$ cat src/rtl/led_sequencer.sv
// -----------------------------------------------------------------------------
// led_sequencer
//
// Top-level control for the 3-LED blinky boards.  It holds the board idle until
// the PLL has been locked for a settle period.  It then classifies the
// debounced push-button into short and long presses and drives the LEDs in one
// of three display modes:
//   STEP    - a short press increments a small counter shown on the LEDs
//   RUN     - a free-running binary counter, shown by its top bits; a short
//             press pauses or resumes it
//   PATTERN - a one-hot walking light; a short press reverses the direction
// A long press cycles STEP -> RUN -> PATTERN -> STEP.  If lock is lost in any
// of these modes, the block drops back to waiting for lock.
//
// Ports
//   clock       in   system clock (PLL output), rising-edge
//   reset_n     in   asynchronous active-low reset
//   pll_locked  in   PLL lock, asynchronous, synchronized internally
//   button      in   debounced button level, synchronous, 1 = pressed
//   leds        out  registered LED drive, LED_WIDTH bits
//   mode        out  registered: 0 not ready, 1 STEP, 2 RUN, 3 PATTERN
//   ready       out  registered, high in STEP / RUN / PATTERN
// -----------------------------------------------------------------------------
module led_sequencer #(
    parameter int LED_WIDTH                 = 3,
    parameter int LONG_PRESS_CLOCK_PERIODS  = 16000000,
    parameter int LOCK_SETTLE_CLOCK_PERIODS = 1024,
    parameter int BLINK_PRESCALE_BITS       = 21
) (
    input  logic                 clock,
    input  logic                 reset_n,
    input  logic                 pll_locked,
    input  logic                 button,
    output logic [LED_WIDTH-1:0] leds,
    output logic [1:0]           mode,
    output logic                 ready
);

    localparam int HOLD_W   = (LONG_PRESS_CLOCK_PERIODS > 1) ? $clog2(LONG_PRESS_CLOCK_PERIODS) : 1;
    localparam int SETTLE_W = (LOCK_SETTLE_CLOCK_PERIODS > 1) ? $clog2(LOCK_SETTLE_CLOCK_PERIODS) : 1;
    localparam int RUN_W    = BLINK_PRESCALE_BITS + LED_WIDTH;

    localparam logic [HOLD_W-1:0]    HOLD_LAST   = HOLD_W'(LONG_PRESS_CLOCK_PERIODS - 1);
    localparam logic [SETTLE_W-1:0]  SETTLE_LAST = SETTLE_W'(LOCK_SETTLE_CLOCK_PERIODS - 1);
    localparam logic [LED_WIDTH-1:0] WALK_INIT   = LED_WIDTH'(1);

    localparam logic [1:0] MODE_NONE    = 2'd0;
    localparam logic [1:0] MODE_STEP    = 2'd1;
    localparam logic [1:0] MODE_RUN     = 2'd2;
    localparam logic [1:0] MODE_PATTERN = 2'd3;

    typedef enum logic [2:0] {
        WAIT_LOCK,
        SETTLE,
        STEP,
        RUN,
        PATTERN
    } state_t;

    state_t                   state;
    logic                     lock_meta;
    logic                     lock_s;
    logic                     button_q;
    logic [SETTLE_W-1:0]      settle_count;
    logic [HOLD_W-1:0]        hold_count;
    logic                     long_seen;
    logic [LED_WIDTH-1:0]     step_count;
    logic [RUN_W-1:0]         run_count;
    logic [BLINK_PRESCALE_BITS-1:0] prescaler;
    logic                     pause;
    logic                     dir_right;
    logic [LED_WIDTH-1:0]     walk;

    logic active;
    logic release_edge;
    logic long_fire;
    logic short_fire;
    logic tick;

    // Saturating increment: the hold counter parks on its last value so a
    // very long hold can never wrap around and look like a fresh press.
    function automatic logic [HOLD_W-1:0] hold_next(input logic [HOLD_W-1:0] count);
        if (count == HOLD_LAST) begin
            return count;
        end
        return count + 1'b1;
    endfunction

    // Rotation toward the MSB, the MSB wrapping into bit 0.
    function automatic logic [LED_WIDTH-1:0] rotate_left(input logic [LED_WIDTH-1:0] w);
        return (w << 1) | (w >> (LED_WIDTH - 1));
    endfunction

    // Rotation toward bit 0, bit 0 wrapping into the MSB.
    function automatic logic [LED_WIDTH-1:0] rotate_right(input logic [LED_WIDTH-1:0] w);
        return (w >> 1) | (w << (LED_WIDTH - 1));
    endfunction

    always_comb begin
        active       = (state == STEP) || (state == RUN) || (state == PATTERN);
        release_edge = button_q && !button;
        // long_seen both marks "already fired this hold" and masks a press
        // that was already down when the board became ready.
        long_fire    = active && button && (hold_count == HOLD_LAST) && !long_seen;
        short_fire   = active && release_edge && !long_seen;
        tick         = (prescaler == '1);
    end

    always_ff @(posedge clock or negedge reset_n) begin
        if (!reset_n) begin
            lock_meta    <= 1'b0;
            lock_s       <= 1'b0;
            button_q     <= 1'b0;
            state        <= WAIT_LOCK;
            settle_count <= '0;
            hold_count   <= '0;
            long_seen    <= 1'b0;
            step_count   <= '0;
            run_count    <= '0;
            prescaler    <= '0;
            pause        <= 1'b0;
            dir_right    <= 1'b0;
            walk         <= WALK_INIT;
            leds         <= '0;
            mode         <= MODE_NONE;
            ready        <= 1'b0;
        end else begin
            // Two-flop synchronizer for the asynchronous lock input.
            lock_meta <= pll_locked;
            lock_s    <= lock_meta;
            button_q  <= button;

            case (state)
                WAIT_LOCK: begin
                    leds  <= '0;
                    mode  <= MODE_NONE;
                    ready <= 1'b0;
                    if (lock_s) begin
                        state        <= SETTLE;
                        settle_count <= '0;
                    end
                end

                SETTLE: begin
                    if (!lock_s) begin
                        state <= WAIT_LOCK;
                    end else if (settle_count == SETTLE_LAST) begin
                        state      <= STEP;
                        mode       <= MODE_STEP;
                        ready      <= 1'b1;
                        hold_count <= '0;
                        // A press already in progress is ignored until it
                        // is released.
                        long_seen  <= button;
                    end else begin
                        settle_count <= settle_count + 1'b1;
                    end
                end

                default: begin
                    if (!lock_s) begin
                        // Lock loss outranks any press or tick this cycle.
                        state      <= WAIT_LOCK;
                        leds       <= '0;
                        mode       <= MODE_NONE;
                        ready      <= 1'b0;
                        step_count <= '0;
                        run_count  <= '0;
                        prescaler  <= '0;
                        hold_count <= '0;
                        long_seen  <= 1'b0;
                        pause      <= 1'b0;
                        walk       <= WALK_INIT;
                        dir_right  <= 1'b0;
                    end else begin
                        hold_count <= button ? hold_next(hold_count) : '0;
                        if (release_edge) begin
                            long_seen <= 1'b0;
                        end else if (long_fire) begin
                            long_seen <= 1'b1;
                        end

                        // LEDs show the pre-edge value of the current mode,
                        // so they trail the internal state by one cycle.
                        case (state)
                            STEP:    leds <= step_count;
                            RUN:     leds <= run_count[RUN_W-1 -: LED_WIDTH];
                            default: leds <= walk;
                        endcase

                        if (long_fire) begin
                            // Mode change wins over a coincident prescaler
                            // tick; every entry restarts pause and the walker.
                            pause     <= 1'b0;
                            walk      <= WALK_INIT;
                            dir_right <= 1'b0;
                            case (state)
                                STEP: begin
                                    state     <= RUN;
                                    mode      <= MODE_RUN;
                                    run_count <= '0;
                                end
                                RUN: begin
                                    state     <= PATTERN;
                                    mode      <= MODE_PATTERN;
                                    prescaler <= '0;
                                end
                                default: begin
                                    // step_count deliberately survives the
                                    // round trip through the other modes.
                                    state <= STEP;
                                    mode  <= MODE_STEP;
                                end
                            endcase
                        end else begin
                            case (state)
                                STEP: begin
                                    if (short_fire) begin
                                        step_count <= step_count + 1'b1;
                                    end
                                end
                                RUN: begin
                                    if (!pause) begin
                                        run_count <= run_count + 1'b1;
                                    end
                                    if (short_fire) begin
                                        pause <= !pause;
                                    end
                                end
                                default: begin
                                    prescaler <= prescaler + 1'b1;
                                    // A tick in the same cycle as a reversal
                                    // still uses the old direction.
                                    if (tick) begin
                                        walk <= dir_right ? rotate_right(walk) : rotate_left(walk);
                                    end
                                    if (short_fire) begin
                                        dir_right <= !dir_right;
                                    end
                                end
                            endcase
                        end
                    end
                end
            endcase
        end
    end

endmodule
$ cat config.mk
export PLATFORM = sky130hd
export DESIGN_NAME = led_sequencer
export DESIGN_NICKNAME = d
export VERILOG_FILES = /design/src/rtl/led_sequencer.sv
export SDC_FILE = /design/constraint.sdc
export NUM_CORES = 1
export LEC_CHECK = 0
export CORE_UTILIZATION = 50
export DETAILED_ROUTE_END_ITERATION = 6
export PLACE_DENSITY = 0.72
export SKIP_CTS_REPAIR_TIMING = 1
export SLEW_MARGIN = 20
export SYNTH_ARGS = -nofsm -noshare
export SYNTH_HDL_FRONTEND = slang
export SYNTH_SLANG_ARGS = --single-unit
$ cat constraint.sdc
create_clock -name clock -period 4.5 [get_ports clock]
set_input_delay 0.9 -clock clock [delete_from_list [all_inputs] [get_ports clock]]
set_output_delay 0.9 -clock clock [all_outputs]
set_load 0.01 [all_outputs]
Word level (Yosys, flattened, before mapping)

Index checks and enable logic that the tools add are counted.

$add $sub $neg: 5
Eq/ne operators: 26
Muxes and demuxes: 65
Bitwise operators: 4
Reductions and logical operators: 28

Operator list:

| cell                    | number |
|---|---|
| $mux W24                | 10 |
| $mux W21                | 4 |
| $add A24 B1 Y24 const B | 2 |
| $pmux W24 S2            | 1 |
| $mux W3                 | 15 |
| $mux W10                | 3 |
| $eq A24 B24 Y1 const B  | 1 |
| $pmux W3 S2             | 4 |
| $add A21 B1 Y21 const B | 1 |
| $eq A21 B21 Y1 const B  | 1 |
| $reduce_and A3 Y1       | 7 |
| $pmux W10 S2            | 1 |
| $reduce_and A4 Y1       | 5 |
| $mux W1                 | 19 |
| $ne A3 B1 Y1 const B    | 4 |
| $ne A3 B2 Y1 const B    | 4 |
| $add A10 B1 Y10 const B | 1 |
| $eq A10 B10 Y1 const B  | 1 |
| $ne A2 B2 Y1 const B    | 5 |
| $mux W2                 | 4 |
| $ne A4 B1 Y1 const B    | 2 |
| $pmux W2 S2             | 2 |
| $eq A3 B2 Y1 const B    | 2 |
| $logic_and A1 B1 Y1     | 6 |
| 15 further kinds        | 23 |

Register bits after elaboration: 100
Bits of input ports: 4
Output and inout port bits: 6

Logic depth before layout (Yosys ltp)

Gate-level depths: netlist of run 1.

Depth in word-level cells: 10
Gate-level depth with buffers: 10
Depth with buffers taken out: 7

Least setup slack after synthesis of run 1

No wires, ideal clock.

Path type: reg2reg
From: register hold_count[0]
To: register run_count[21]
Arrival time: 2237 ps
Required time: 4374 ps
Path slack: 2137 ps
Stages on the path, launching flop included: 10
Cells stage by stage: dfrtp_1 > ha_1 > nand3_1 > or3_1 > buf_2 > nor3_4 > mux2i_1 > a21o_1 > buf_6 > a221o_1

Cells in the longest elaborated chain, start to end: 5

Ends and longest elaborated chain:

| item                                                    | RTL line | text |
|---|---|---|
| start: declaration                                      | 65       | `logic [HOLD_W-1:0] hold_count;` |
| start signal: assignment                                | 176      | `hold_count <= button ? hold_next(hold_count) : '0;` |
| $eq A24 B24 Y1 *                                        | 104      | `long_fire = active && button && (hold_count == HOLD_LAST) && !long_seen;` |
| $logic_and A1 B1 Y1 * (2 in series)                     | 104      |  |
| $ne A3 B2 Y1 (no line) (tied with other cells)          | --       |  |
| $reduce_and A4 Y1 (no line) or $mux W24 (tied branches) | --       |  |
| end signal: assignment                                  | 224      | `run_count <= run_count + 1'b1;` |
| end: declaration                                        | 68       | `logic [RUN_W-1:0] run_count;` |

Every way passes the cells marked *; elsewhere a longest branch is shown, timed or not.
A chain may end at the register's enable or synchronous reset.

Final worst setup path of run 1

From: register state[2]
To: register run_count[19]

Cells in the longest elaborated chain, start to end: 8

Ends and longest elaborated chain:

| item                                                    | RTL line      | text |
|---|---|---|
| start: declaration                                      | 60            | `state_t state;` |
| start signal: assignment                                | 114           | `state <= WAIT_LOCK;` |
| start signal: assignment                                | 139           | `state <= SETTLE;` |
| start signal: assignment                                | 146           | `state <= WAIT_LOCK;` |
| $eq A3 B2 Y1 (on tied branches)                         | 100, 197, 216 |  |
| $logic_or A1 B1 Y1 (2 in series)                        | 100           | `active = (state == STEP) \|\| (state == RUN) \|\| (state == PATTERN);` |
| $logic_and A1 B1 Y1 (3 in series)                       | 104           |  |
| $ne A3 B2 Y1 (no line) (tied with other cells)          | --            |  |
| $reduce_and A4 Y1 (no line) or $mux W24 (tied branches) | --            |  |

Several ways; a longest one is shown, not always the timed one.

==> results of run 1 <==
-- synthesized netlist by cell type (all sizes together), types with 4 or more instances --
| cell type | instances |
|---|---|
| dfrtp | 99 |
| nand2 | 76 |
| nor2 | 59 |
| o21ai | 58 |
| nand3 | 44 |
| a21oi | 23 |
| and3 | 23 |
| clkbuf | 22 |
| nand4 | 20 |
| inv | 17 |
| a221o | 16 |
| a31oi | 15 |
| nor3 | 13 |
| a22o | 10 |
| and4 | 10 |
| or3 | 10 |
| o31ai | 9 |
| buf | 8 |
| mux2i | 8 |
| nor2b | 7 |
| xor2 | 7 |
| nor4 | 6 |
| ha | 5 |
| nor3b | 4 |
| o211ai | 4 |
| o22ai | 4 |
| o311ai | 4 |
| o41ai | 4 |
| xnor2 | 4 |
-- logic make-up after synthesis --
logic type	Yosys count
fa+ha+maj	5
flops	100
compound gates	166
xor+xnor	11
buf+inv	47
simple gates	286
mux	11
-- layout by cell type, fill, tap and decap left out, types with 5 or more instances in the layout --
cell type,n
sky130_fd_sc_hd__a221o_1,16
sky130_fd_sc_hd__o31ai_1,8
sky130_fd_sc_hd__clkdlybuf4s50_1,8
sky130_fd_sc_hd__nand2_1,76
sky130_fd_sc_hd__clkbuf_8,11
sky130_fd_sc_hd__a22o_1,10
sky130_fd_sc_hd__nand3_1,44
sky130_fd_sc_hd__nor2b_1,7
sky130_fd_sc_hd__buf_4,10
sky130_fd_sc_hd__nand4_1,19
sky130_fd_sc_hd__o21ai_0,57
sky130_fd_sc_hd__mux2i_1,8
sky130_fd_sc_hd__and3_1,23
sky130_fd_sc_hd__dfrtp_1,99
sky130_fd_sc_hd__inv_1,17
sky130_fd_sc_hd__a31oi_1,15
sky130_fd_sc_hd__nor3_1,12
sky130_fd_sc_hd__nor4_1,6
sky130_fd_sc_hd__or3_1,10
sky130_fd_sc_hd__and4_1,10
sky130_fd_sc_hd__xor2_1,7
sky130_fd_sc_hd__a21oi_1,23
sky130_fd_sc_hd__nor2_1,57
sky130_fd_sc_hd__ha_1,5
-- path summary, 6_finish.rpt --
kind                            cells past startpoint            end
max in group asynchronous                           3  prescaler[19]
min in group asynchronous                           1  run_count[13]
worst min register to register                      0         lock_s
worst max register to register                      6  run_count[19]
worst max-delay path                                6  run_count[19]
worst min-delay path                                0         lock_s
-- metal layers --
layer	part of all wire	up-vias
li1	-	2332
met1	0.47	2346
met2	0.47	124
met3	0.037	15
met4	0.015	0
met5	0	-
-- sequential cells by signal, summed over array words and instances (netlist names), 2 cells and up --
register / flops
state: 3
walk: 3
run_count: 24
mode: 2
step_count: 3
settle_count: 10
leds: 3
prescaler: 21
hold_count: 24
-- critical path: stages, from the launching register on --
cell	delay, ns
sky130_fd_sc_hd__dfrtp_1	0.77
sky130_fd_sc_hd__nor3b_1	0.48
sky130_fd_sc_hd__o211ai_1	0.23
sky130_fd_sc_hd__nor3_4	0.53
sky130_fd_sc_hd__mux2i_1	0.20
sky130_fd_sc_hd__a21o_1	0.42
sky130_fd_sc_hd__a221o_1	0.44
-- stage by stage --
stage / instance area, sq um / instances / utilization
global placement: 5730 / 754 / 0.531
global route: 5970 / 771 / 0.553
floorplan: 5520 / 626 / -
finish: 5970 / 771 / 0.553
detailed placement: 5730 / 754 / 0.531
CTS: 5940 / 770 / 0.550
-- cell type report --
class                      count  area share
sequential                   100       0.419
clock inverter                 4     0.00796
inverter                      17      0.0107
timing repair buffer          19      0.0306
clock buffer                  12      0.0260
multi-input combinational    479       0.476
tap                          140      0.0293
-- power by group through the flow --
| stage | clock (W) | sequential (W) | combinational, W |
|---|---|---|---|
| final | 0.000599 | 0.000911 | 0.0000607 |
| after global routing | 0.000641 | 0.000912 | 0.0000685 |
| after CTS | 0.000615 | 0.000911 | 0.0000589 |
| after detailed placement | 0 | 0.000929 | 0.0000587 |
| after global placement | 0 | 0.000928 | 0.0000568 |
| after floorplan | 0 | 0.000926 | 0.0000281 |
==> impl_results.md, run 1 <==
- Result of the run: finished clean
- Ports placed on the boundary: 10
- Kind of critical path: flip-flop to flip-flop
- Number of cells produced by synthesis: 626
- Clock latency at the later pin of the worst-skew pair: 0.38 ns
- Met3 track demand over resource: 0.0377
- Grt peak-use layer: met2
- Met2 routing resource usage after global routing: 0.361
- Launch instance of the worst min-delay path: lock_meta
- First-pass detailed-route iteration total: 5
- Area taken by flip-flops and latches: 2500 sq um
- Routed length per instance: 16.1 microns
- Actual slew at the worst max-slew pin: 1.01 ns
- Share of synthesized cell area in and, or, nand and nor gates: 0.261
- Power share of the clock group: 0.381
- Least setup slack across all paths after layout: 1.33 ns
- Share of synthesized area spent on multiplexers: 0.0206
- Root Buffer Master: sky130_fd_sc_hd__clkbuf_8
- Worst slack after detailed placement: 1.16 ns
- Final Hold Slack: 0.359 ns
- Nets@finish: 635
- Top flip-flop cell by instance count after synthesis: sky130_fd_sc_hd__dfrtp_1
- CP Launch Point: state[2]
- Number of hold-slack violations in the final timing report: 0
- Sequential element share of the synthesized area: 0.453
- Final RePlAce weighted congestion: 0.848
- Rows: 38
- Cell area after technology mapping: 5520 sq um
- Overall track demand over capacity in global routing: 0.229
- First-pass GRT wire length: 20,800 microns
- Effective utilization at floorplan: 0.512
- Critical-path maximum fanout: 22
- R2R setup slack: 1.33 ns
- Die outline height: 107 microns
- Multi-input gate area: 2840 sq um
- Combinational fraction of design power: 0.039
- Number of global-route vias before repair: 4,398
- Synthesis-to-layout area growth: 8.11%
- Main combinational cell family by area after synthesis: simple AND/OR/NAND/NOR gates
- Sw frac: 0.231
- Startpoint of the most critical register-to-register path: state[2]
- Cell taking the most area after synthesis: sky130_fd_sc_hd__dfrtp_1
- Post-DR vias/cell: 6.25
- Diodes inserted: 0
- Number of buffers inserted during clock tree synthesis: 9
- Nature of the critical path startpoint: flip-flop
- Post-route fraction of the period consumed by the critical path: 0.705
- Power, Total: 0.00157 W
- WP data arrival: 3.43 ns
- Fraction of the mapped netlist area in adder cells: 0.0113
- Number of max-cap violations: 0
- Pin count of the biggest net entering global routing: 79
- Placed wire-length estimate: 8350 microns
- H-tree depth reported by CTS: 3
- Area fraction in compound gates after synthesis: 0.201
- Setup TNS after final layout: 0 ns
- Worst IR Drop VDD: 128 uV
- Post-synthesis register bit count: 100
- Normalized max-slew margin: 0.320
- Yosys warning total: 0
- Core outline area: 10,800 sq um
- CP endpoint kind: flip-flop
- Share of Yosys cell area claimed by the top area cell type: 0.449
- Max Clock Skew: 0.00776 ns
- Static leakage power: 2.52 nW
- Clock tree buffer depth: 2
- Internal cell power: 0.00121 W
- Worst hold path class: flip-flop to flip-flop
- Count of antenna-violating nets left after detailed routing: 0
- Required time at the worst-slack endpoint: 4.76 ns
- Average instance area after synthesis: 8.82 sq um
- Final setup violating endpoints: 0
- Asr flop ratio synth: 1.00
- Synthesized-area fraction occupied by xor and xnor cells: 0.0174
- Maximum operating frequency: 315 MHz
- Met1 layer usage reported by global route: 0.317
- Die X-Extent: 107 microns
- Sequential fraction of design power: 0.580
- Shortest clock period the worst path allows after layout: 3.17 ns
- Share of layout cells above drive strength 1: 0.0681
- Filler cells: 935
- Number of clock sinks: 100
- Top area cells in the synthesized netlist: sky130_fd_sc_hd__dfrtp_1, sky130_fd_sc_hd__o21ai_0, sky130_fd_sc_hd__nand2_1, sky130_fd_sc_hd__nor2_1, sky130_fd_sc_hd__nand3_1
- Antenna violations before repair: 0
- Total number of vias: 4,817
- EDFF count, synth: 0
- Switching power: 0.000363 W
- Total gr overflow: 0
- Number of violations reported at the end of detailed-routing iteration 0: 390
- Setup repair after global routing missed its margin: false
- Count of buffers from port buffering: 9
- Total wire length: 12,400 microns
- Final max-slew violation count: 0
- Clock-pin slew on the worst setup and hold paths: 0.09 ns
- Die area: 11,500 sq um
- Unique cell type count in the Yosys netlist: 59
- CTS tree: done
- Power per standard cell area: 263 nW/um^2
- Post-route DRC violation count: 0
- Synthesized Nets: 635
No activity file was read; power rests on OpenSTA's default activity.
==> run 2: changes to the inputs <==
PLACE_DENSITY = 0.75   (was 0.72)
clock period = 2.8 ns   (was 4.5 ns; I/O delays follow)
==> run 2 against run 1 <==
Net effect:
- worst setup slack worse by 1.1 ns
- flip-flop and latch count is the same
- global-route usage grew 1.1 points
- clock skew is 0.0061 ns higher
- sequential power grew 60%
- highest routed layer unchanged
- count of clock-buffer cells in the layout fell by 2
- non-clock buffer count increased by 18
- register-to-register slack got worse by 1.1 ns
- critical path type unchanged
- power up 53%
- first-iteration DRC count decreased by 24%
- routed wire length increased by 2.0%
- core utilization increased by 0.79 points
==> impl_results.md, run 2 (synthesized netlist as in run 1, its figures left out) <==
- Count of buffers from port buffering: 9
- Shortest clock period the worst path allows after layout: 2.56 ns
- Final Hold Slack: 0.147 ns
- Leading cell type in the layout, fill and taps excluded: sky130_fd_sc_hd__dfrtp_1
- Number of buffers inserted during clock tree synthesis: 9
- Largest regs: hold_count (24), run_count (24), prescaler (21)
- Highest-count cells in the layout ignoring fill and taps: sky130_fd_sc_hd__dfrtp_1, sky130_fd_sc_hd__nand2_1, sky130_fd_sc_hd__nor2_1
- Critical Path Max Stage Delay: 0.46 ns
- Critical-path maximum fanout: 16
- Post-route standard cell area excluding fillers: 6050 sq um
- Number of clock sinks: 100
- Count of antenna-violating nets left after detailed routing: 0
- Placed wire-length estimate: 8760 microns
- Pin count of the biggest net entering global routing: 53
- Total gr overflow: 0
- Clock latency at the later pin of the worst-skew pair: 0.39 ns
- Kind of critical path: flip-flop to flip-flop
- CP endpoint kind: flip-flop
- Number of global-route vias before repair: 4,667
- R2R setup slack: 0.24 ns
- Overall track demand over capacity in global routing: 0.240
- Share of layout cells above drive strength 1: 0.0924
- Number of violations reported at the end of detailed-routing iteration 0: 295
- Worst-path cell chain: nor4b_1, nand4_1, nor3_4, mux2i_1, a21o_2, a221o_1
- WP data arrival: 2.83 ns
- Rows: 38
- Max Clock Skew: 0.0139 ns
- Post-route fraction of the period consumed by the critical path: 0.914
- Ports placed on the boundary: 10
- Effective utilization at floorplan: 0.512
- Die area: 11,500 sq um
- Final max-slew violation count: 0
- Number of max-cap violations: 0
- Post-layout utilization of the core: 0.561
- Root Buffer Master: sky130_fd_sc_hd__clkbuf_8
- Required time at the worst-slack endpoint: 3.07 ns
- Core outline area: 10,800 sq um
- Startpoint of the most critical register-to-register path: hold_count[12]
- Static leakage power: 2.59 nW
- Setup TNS after final layout: 0 ns
- Power, Total: 0.00240 W
- Final setup violating endpoints: 0
- Actual slew at the worst max-slew pin: 0.938 ns
- Setup repair after global routing missed its margin: false
- Total number of vias: 4,891
- Number of cell instances on the worst register-to-register path: 6
- Antenna violations before repair: 0
- Die outline height: 107 microns
- Nature of the critical path startpoint: flip-flop
- Result of the run: finished clean
- CTS tree: done
- Die X-Extent: 107 microns
- Number of hold-slack violations in the final timing report: 0
- Total wire length: 12,700 microns
- Clock-pin slew on the worst setup and hold paths: 0.10 ns
- Worst IR Drop VDD: 401 uV
- First-pass GRT wire length: 21,900 microns
- H-tree depth reported by CTS: 3
- Post-DR vias/cell: 6.20
- Placed Area: 5880 sq um
- Clock tree buffer depth: 2
- Nets@finish: 653
- Normalized max-slew margin: 0.370
- Power per standard cell area: 397 nW/um^2
- Synthesis-to-layout area growth: 9.65%
- Worst hold path class: input port to async pin
- Diodes inserted: 0
- Post-route DRC violation count: 0
- Maximum operating frequency: 391 MHz
- Terminus of the critical flop-to-flop path: run_count[19]
- Slowest stage cell, crit path: sky130_fd_sc_hd__nor4b_1
- Routed length per instance: 16.1 microns
- First-pass detailed-route iteration total: 5
- Final RePlAce weighted congestion: 0.848
==> run 2: area by class of cell <==
| class | instances | area (sq um) |
|---|---|---|
| timing repair buffer | 37 | 310 |
| tap | 140 | 175 |
| multi-input combinational | 479 | 2830 |
| fill | 936 | 4740 |
| clock buffer | 10 | 128 |
| clock inverter | 6 | 40.0 |
| inverter | 17 | 63.8 |
| sequential | 100 | 2500 |
==> run 2: worst max-delay path by stage <==
stage	slack, ns	startpoint	end
after floorplan	0.44	hold_count[0]	run_count[21]
after global placement	0.18	button	run_count[0]
after detailed placement	0.12	button	hold_count[8]
after CTS	0.18	hold_count[12]	run_count[19]
after global routing	0.02	hold_count[0]	hold_count[8]
final	0.24	hold_count[12]	run_count[19]
==> run 2: worst max-delay path: cells and delay by family, from the launching register on <==
| family | cells | cell delay (ns) |
|---|---|---|
| AOI/OAI and AO/OA | 2 | 0.73 |
| and+or+nand+nor | 3 | 1.15 |
| DFF | 1 | 0.43 |
| muxes | 1 | 0.13 |
==> run 2: power breakdown <==
part | internal, W | switching [W]
Sequential | 0.00145 | 0.0000110
Combinational | 0.0000330 | 0.0000704
Clock | 0.000323 | 0.000514
==> run 2: metrics by stage <==
| step | setup slack, ns | cells |
|---|---|---|
| after global placement | 0.178 | 773 |
| after floorplan | 0.437 | 626 |
| final | 0.242 | 789 |
| after CTS | 0.176 | 789 |
| after global routing | 0.0167 | 789 |
| after detailed placement | 0.123 | 773 |
==> run 2: layer usage <==
metal | up-vias | routed length [microns] | global-route usage
li1 | 2365 | - | -
met2 | 110 | 6250 | 0.390
met3 | 10 | 558 | 0.0632
met4 | 0 | 141 | 0.0861
met1 | 2406 | 5720 | 0.309
met5 | - | 0 | 0
==> run 3: changes to the inputs <==
CORE_UTILIZATION = 30   (was 50)
PLACE_DENSITY = 0.52   (was 0.75)
==> run 3 against run 2 <==
Net effect:
- non-clock buffer count rose by 5
- worst setup slack better by 0.094 ns
- die area up 65%
- core utilization shrank 21 points
- sequential share of layout area fell by 1.9 points
- design area rose by 4.8%
- critical endpoint is now step_count[0]
- largest power group unchanged
==> impl_results.md, run 3 (synthesized netlist as in run 1, its figures left out) <==
- Placed wire-length estimate: 9410 microns
- Static leakage power: 2.68 nW
- Actual slew at the worst max-slew pin: 0.946 ns
- Clock tree buffer depth: 2
- Finished Layout Cells: 883
- Worst hold path class: input port to async pin
- Core outline area: 18,000 sq um
- Rows: 49
- Leading cell type in the layout, fill and taps excluded: sky130_fd_sc_hd__dfrtp_1
- Final max-slew violation count: 0
- Die X-Extent: 138 microns
- Die outline height: 138 microns
- WP data arrival: 2.71 ns
- DP Cell Count: 867
- Die area: 19,000 sq um
- Pin count of the biggest net entering global routing: 53
- Number of hold-slack violations in the final timing report: 0
- Kind of critical path: flip-flop to flip-flop
- Total wire length: 13,700 microns
- Post-layout utilization of the core: 0.352
- Number of max-cap violations: 0
- Post-route DRC violation count: 0
- Worst slack after detailed placement: 0.160 ns
- Result of the run: finished clean
- Power per standard cell area: 454 nW/um^2
- Max Clock Skew: 0.0100 ns
- Least setup slack across all paths after layout: 0.336 ns
- Shortest clock period the worst path allows after layout: 2.46 ns
- Number of violations reported at the end of detailed-routing iteration 0: 302
- Synthesis-to-layout area growth: 14.9%
- Root Buffer Master: sky130_fd_sc_hd__clkbuf_16
- Post-DR vias/cell: 5.43
- Clock-pin slew on the worst setup and hold paths: 0.08 ns
- Count of antenna-violating nets left after detailed routing: 0
- Clock latency at the later pin of the worst-skew pair: 0.36 ns
- Nets@finish: 658
- Final Hold Slack: 0.246 ns
- Maximum operating frequency: 406 MHz
- Total gr overflow: 0
- First-pass GRT wire length: 23,400 microns
- Antenna violations before repair: 0
- CTS tree: done
- Required time at the worst-slack endpoint: 3.05 ns
- Diodes inserted: 0
- Worst IR Drop VDD: 296 uV
- Total number of vias: 4,798
- H-tree depth reported by CTS: 3
- CP endpoint kind: flip-flop
- Largest regs: hold_count (24), run_count (24), prescaler (21)
- Nature of the critical path startpoint: flip-flop
- First-pass detailed-route iteration total: 4
- Number of buffers inserted during clock tree synthesis: 9
- Normalized max-slew margin: 0.367
- Final setup violating endpoints: 0
- Share of layout cells above drive strength 1: 0.0994
- Overall track demand over capacity in global routing: 0.158
- Number of global-route vias before repair: 4,736
- Routed length per instance: 15.5 microns
- Ports placed on the boundary: 10
- Effective utilization at floorplan: 0.306
- Setup TNS after final layout: 0 ns
- Setup repair after global routing missed its margin: false
- Count of buffers from port buffering: 9
- Post-route fraction of the period consumed by the critical path: 0.880
- Highest-count cells in the layout ignoring fill and taps: sky130_fd_sc_hd__dfrtp_1, sky130_fd_sc_hd__nand2_1, sky130_fd_sc_hd__nor2_1
- Critical-path maximum fanout: 15
- Number of clock sinks: 100
- Final RePlAce weighted congestion: 0.777
## run 3: critical path: stages, from the launching register on
cell and delay, ns:
sky130_fd_sc_hd__dfrtp_1 0.47, sky130_fd_sc_hd__nand4_2 0.20, sky130_fd_sc_hd__or3_1 0.48, sky130_fd_sc_hd__buf_4 0.19
sky130_fd_sc_hd__o31ai_2 0.37, sky130_fd_sc_hd__buf_4 0.29, sky130_fd_sc_hd__nor2_1 0.08, sky130_fd_sc_hd__mux2_2 0.26
## run 3: stage by stage
stage	cell area (sq um)	total power [W]
finish	6340	0.00288
global route	6340	0.00300
CTS	6340	0.00293
floorplan	5520	0.00153
detailed placement	6040	0.00160
global placement	6040	0.00160
## run 3: where the power goes
part           switching [W]  internal (W)
registers          0.0000109       0.00145
clock network       0.000604      0.000708
logic              0.0000734     0.0000329
## run 3: per-layer routing
| metal | routed length, microns | global-route usage |
|---|---|---|
| met5 | 0 | 0 |
| met3 | 316 | 0.0379 |
| met1 | 6790 | 0.206 |
| met2 | 6400 | 0.258 |
| met4 | 208 | 0.0470 |
## run 3: cell type report
cell class / instances / area [sq um]
Timing Repair Buffer: 42 / 348
Fill cell: 1869 / 11700
Inverter: 17 / 63.8
Sequential cell: 100 / 2500
Tap cell: 229 / 287
Clock buffer: 9 / 225
Multi-Input combinational cell: 479 / 2840
Clock inverter: 7 / 81.3
## run 3: final timing paths
check | startpoint | to | slack, ns | cells after the start
max in group asynchronous | reset_n | hold_count[21] | 1.84 | 2
worst max register to register | hold_count[6] | step_count[0] | 0.34 | 7
min in group clock | lock_meta | lock_s | 0.38 | 0
worst min-delay path | reset_n | step_count[2] | 0.25 | 1
worst min register to register | lock_meta | lock_s | 0.38 | 0
worst max-delay path | hold_count[6] | step_count[0] | 0.34 | 7
